`src/rtl/text_write_scheduler.sv`:
```
// Sequences character-plane writes for the text path: arbitrates two byte streams, tracks the cursor, runs clear sweeps.
// One registered write per accepted byte (1 cycle); readies only in IDLE, so a requester stalls through HOLD and the whole clear sweep.
module text_write_scheduler #(
  parameter int COLS = 40,
  parameter int ROWS = 15
) (
  input  logic       clk,
  input  logic       reset,
  input  logic [7:0] a_data,
  input  logic       a_valid,
  output logic       a_ready,
  input  logic [7:0] b_data,
  input  logic       b_valid,
  output logic       b_ready,
  output logic [7:0] wr_char,
  output logic [5:0] wr_col,
  output logic [3:0] wr_row,
  output logic       wr_en,
  output logic [5:0] cur_col,
  output logic [3:0] cur_row,
  output logic       busy
);

  localparam logic [5:0] COL_MAX = 6'(COLS - 1);
  localparam logic [3:0] ROW_MAX = 4'(ROWS - 1);

  typedef enum logic [1:0] {IDLE, HOLD, CLEAR} state_t;

  typedef struct packed {
    logic [3:0] row;
    logic [5:0] col;
  } pos_t;

  typedef struct packed {
    logic       en;
    logic [7:0] chr;
    pos_t       pos;
  } wr_t;

  state_t state, state_nxt;
  wr_t    wr, wr_nxt;
  pos_t   cur, cur_nxt;
  pos_t   sweep, sweep_nxt;
  logic   clear_done, clear_done_nxt;
  logic   last_grant_b, last_grant_b_nxt;
  logic [7:0] byte_in;

  // Row-major step with wrap at the bottom-right corner (no scrolling).
  function automatic pos_t advance(input pos_t p);
    pos_t n;
    n = p;
    if (p.col == COL_MAX) begin
      n.col = '0;
      n.row = (p.row == ROW_MAX) ? '0 : p.row + 4'd1;
    end else begin
      n.col = p.col + 6'd1;
    end
    return n;
  endfunction

  always_ff @(posedge clk or posedge reset) begin
    if (reset) begin
      state        <= IDLE;
      wr           <= '0;
      cur          <= '0;
      sweep        <= '0;
      clear_done   <= 1'b0;
      last_grant_b <= 1'b1;
    end else begin
      state        <= state_nxt;
      wr           <= wr_nxt;
      cur          <= cur_nxt;
      sweep        <= sweep_nxt;
      clear_done   <= clear_done_nxt;
      last_grant_b <= last_grant_b_nxt;
    end
  end

  always_comb begin
    state_nxt        = state;
    wr_nxt           = wr;
    wr_nxt.en        = 1'b0;
    cur_nxt          = cur;
    sweep_nxt        = sweep;
    clear_done_nxt   = clear_done;
    last_grant_b_nxt = last_grant_b;
    a_ready          = 1'b0;
    b_ready          = 1'b0;
    byte_in          = 8'h00;

    case (state)
      IDLE: begin
        // Under contention the side that did not win last time gets the grant.
        a_ready = a_valid && (!b_valid || last_grant_b);
        b_ready = b_valid && (!a_valid || !last_grant_b);
        if (a_ready || b_ready) begin
          last_grant_b_nxt = b_ready;
          byte_in          = b_ready ? b_data : a_data;
          state_nxt        = HOLD;
          if (byte_in >= 8'h20 && byte_in <= 8'h7E) begin
            wr_nxt.en  = 1'b1;
            wr_nxt.chr = byte_in;
            wr_nxt.pos = cur;
            cur_nxt    = advance(cur);
          end else if (byte_in == 8'h0D || byte_in == 8'h0A) begin
            cur_nxt.col = '0;
            cur_nxt.row = (cur.row == ROW_MAX) ? '0 : cur.row + 4'd1;
          end else if (byte_in == 8'h08) begin
            if (cur.col != '0 || cur.row != '0) begin
              if (cur.col != '0) begin
                cur_nxt.col = cur.col - 6'd1;
              end else begin
                cur_nxt.col = COL_MAX;
                cur_nxt.row = cur.row - 4'd1;
              end
              wr_nxt.en  = 1'b1;
              wr_nxt.chr = 8'h20;
              wr_nxt.pos = cur_nxt;
            end
          end else if (byte_in == 8'h0C) begin
            state_nxt      = CLEAR;
            sweep_nxt      = '0;
            clear_done_nxt = 1'b0;
          end
        end
      end

      HOLD: state_nxt = IDLE;

      CLEAR: begin
        // Stay in CLEAR while the final strobe is on the bus so readies stay low.
        if (clear_done) begin
          state_nxt      = IDLE;
          cur_nxt        = '0;
          clear_done_nxt = 1'b0;
        end else begin
          wr_nxt.en  = 1'b1;
          wr_nxt.chr = 8'h20;
          wr_nxt.pos = sweep;
          if (sweep.col == COL_MAX && sweep.row == ROW_MAX) begin
            clear_done_nxt = 1'b1;
          end else begin
            sweep_nxt = advance(sweep);
          end
        end
      end

      default: state_nxt = IDLE;
    endcase
  end

  assign wr_en   = wr.en;
  assign wr_char = wr.chr;
  assign wr_col  = wr.pos.col;
  assign wr_row  = wr.pos.row;
  assign cur_col = cur.col;
  assign cur_row = cur.row;
  assign busy    = (state != IDLE);

endmodule

```
`config.mk`:
```
export PLATFORM = sky130hd
export DESIGN_NAME = text_write_scheduler
export DESIGN_NICKNAME = d
export VERILOG_FILES = /design/src/rtl/text_write_scheduler.sv
export SDC_FILE = /design/constraint.sdc
export NUM_CORES = 1
export LEC_CHECK = 0
export BUFFER_PORTS_ARGS = -buffer_cell sky130_fd_sc_hd__buf_4
export CAP_MARGIN = 5
export CORE_ASPECT_RATIO = 0.6
export CORE_UTILIZATION = 51
export CTS_CLUSTER_DIAMETER = 120
export CTS_CLUSTER_SIZE = 8
export DETAILED_ROUTE_END_ITERATION = 10
export PLACE_DENSITY = 0.86
export SETUP_SLACK_MARGIN = 0.15
export SYNTH_ARGS = -nofsm -noshare
export SYNTH_HDL_FRONTEND = slang
export SYNTH_SLANG_ARGS = --single-unit
```
`constraint.sdc`:
```
create_clock -name clk -period 2.85 [get_ports clk]
set_clock_uncertainty 0.2 [all_clocks]
set_input_delay 0 -clock clk [delete_from_list [all_inputs] [get_ports clk]]
set_output_delay 0 -clock clk [all_outputs]
set_load 0.01 [all_outputs]
```
==> reports/summary.txt <==
met1 usage: 45.2%
met2 usage: 46.1%
Setup Viol. Count Final: 0
WL per Instance: 19.1 um
gr busiest metal: met2
Final Critical Period: 2.63 ns
Worst-Skew Late Latency: 0.31 ns
WP data required: 2.87 ns
worst setup path category: register to register
Starting Density: 55.0%
Die Area: 0.00596 mm2
row count: 20
CORE AREA: 0.00523 mm2
synth cell count leaders: dfrtp_1, nor2_1, o21ai_0
synth unique cells: 64
Cells after Synth: 329
Antenna Nets Post-Route: 0
Final #Nets: 438
Worst slew margin: 54.9%
Async S/R FF share, synth: 100%
Critical Path Sink Type: register
diode insertion count for antenna repair: 0
I/O pin total: 52
Synth Net Count: 358
Slew @ Worst Pin: 0.669 ns
DRT Pass-1 Iters: 7
total chip power: 2.80 mW
antenna violations before repair: 0
status: complete, no violations
delay-heaviest family, CP: compound AO/OA/AOI/OAI gates
Max-Cap Viols: 0
peak per-stage delay on the critical path: 0.41 ns
final slew viol count: 0
layout cells sized above 1: 24.9%
Buf/Inv on CP: 2
first-pass GRT wire length: 14100 um
unrepaired setup endpoints after global routing: yes
post-CTS setup buffers: 0
worst vdd ir: 0.559 mV
CTS root buf: clkbuf_8
WP data arrival: 2.65 ns
Die Ht: 60.2 um
cell taking the most area after synthesis: dfrtp_1
yosys warns: 0
HPWL after DPL: 6140 um
Final WS setup: 0.219 ns
Leakage: 1.66 nW
Port Buffers: 51
CP Max Fanout: 8
register bit total from synthesis: 43
total routed wirelength: 9090 um
met3 Usage GRT: 7.02%
Reg clk slew, reported paths: 0.09 ns
Hold Path Class: input port to register
ys flop type: dfrtp_1
PD cells: 741 mW/mm2
vias in the first global route: 2756
H-tree depth: 2
most frequent cell after synthesis: dfrtp_1
Area Overhead vs Synth: 31.3%
Post-Syn Area: 0.00288 mm2
DP Worst Slack: 0.183 ns
clock sinks: 43
Fin. Hold Viols: 0
Critical Path, Cell by Cell: inv_1 > ha_1 > nand2b_1 > nor4_4 > nand2_2 > o32a_1 > o32ai_4 > buf_4 > nand2_1 > o21ai_0
max frequency: 380 MHz
Num CTS Buffers: 5
CTS Buffer Depth: 2
largest net degree at the start of global routing: 44
Vias: 3115
slowest CP cell: dfrtp_1
DR vias/cell: 6.54
CTS tree: done
grt ovf: 0
Synth area leaders: dfrtp_1, o21ai_0, nor2_1, nand2_1, ha_1
1st-iter DRT viols: 319
area share of the leading cell type in the synthesized netlist: 36.5%
Final Wtd Congestion: 0.981
sequential area share after synthesis: 37.4%
Remaining DRCs: 0
Setup crit start kind: register
die width: 99.0 um
GRT Total Usage: 31.2%
fin crit share: 92.3%
Setup TNS: 0 ns
Mapped Avg Cell Area: 8.75 um2
Post-synth EDFFs: 0
[power by group]
part           internal [mW]  switching, mW
Combinational          0.648          0.799
Sequential             0.763          0.174
Clock                  0.175          0.241
Total                   1.59           1.21
[logic make-up (layout without fill, tap and decap cells)]
family / after synthesis / count (layout) / share of synthesized area [%]
AO/OA/AOI/OAI: 107 / 107 / 28.0
multiplexers: 7 / 7 / 2.43
AND/OR/NAND/NOR: 127 / 127 / 21.8
adder cells (fa/ha/maj): 9 / 9 / 3.91
flip-flops: 43 / 43 / 37.4
buffers and inverters: 31 / 112 / 4.87
XOR/XNOR: 5 / 5 / 1.52
[path summary, 6_finish.rpt]
path	slack (ns)	from	cells past startpoint	endpoint
worst max-delay path	0.22	cur_col[0]	10	wr_char[6]
worst min-delay path	0.10	a_data[2]	4	state[1]
worst max register to register	0.22	cur_col[0]	10	wr_char[6]
worst min register to register	0.30	wr_char[2]	2	wr_char[2]
max in group asynchronous	1.88	reset	4	cur_col[3]
min in group asynchronous	0.18	reset	4	sweep[4]
[registers in the layout, summed over array words and instances, names as in the netlist, 2 cells and up]
register,flops
state,2
wr_col,6
cur_col,6
wr_row,4
wr_char,8
sweep,10
cur_row,4
[routing by layer]
layer | share of wire, % | routed length, um
met5 | 0 | 0
met4 | 2.3 | 206
met3 | 12 | 1120
met2 | 42 | 3820
met1 | 43 | 3940
[placed cells by master (no fill, tap or decap), types with 3 or more instances in the layout]
cell type	instances
inv_1	13
xnor2_1	3
nand2b_1	5
a21oi_1	18
mux2i_1	7
buf_4	73
nor2_1	33
o31ai_1	6
a22o_1	4
nand3_1	13
dlygate4sd3_1	18
ha_1	9
nor3b_1	3
nor3_1	9
nand2_1	31
nand4_1	6
a21o_1	3
a221o_1	9
dfrtp_1	42
o32a_1	3
and3_1	3
clkbuf_8	5
o21ai_0	34
[stage by stage]
step / instance area (um2) / utilization (%) / std cells / hold slack [ns]
finish: 3780 / 72.2 / 476 / 0.105
detailed placement: 3420 / 65.4 / 450 / -0.0154
floorplan: 2880 / - / 329 / -0.130
global route: 3780 / 72.2 / 476 / 0.110
global placement: 3420 / 65.4 / 450 / -0.0199
CTS: 3700 / 70.7 / 476 / 0.0500
[final cells by class]
type / count / area (um2)
clock buffers: 5 / 68.8
clock inverters: 3 / 25.0
fillers: 371 / 1450
inverters: 13 / 48.8
multi-input cells: 255 / 1750
flip-flops and latches: 43 / 1080
well taps: 66 / 82.6
repair buffers: 91 / 728
[tightest hold or removal path, delay by kind of cell]
kind            cells  cell delay [ns]
buf+inv             2             0.30
compound gates      2             0.27
[repair_timing]
item / 4_1_cts / 5_1_grt
resized for setup: 0 / 13
hold buffers: 18 / 0
endpoints found under the hold margin: 51 / 0
setup endpoints to repair: 0 / 32
(Power assumes the default switching activity.)
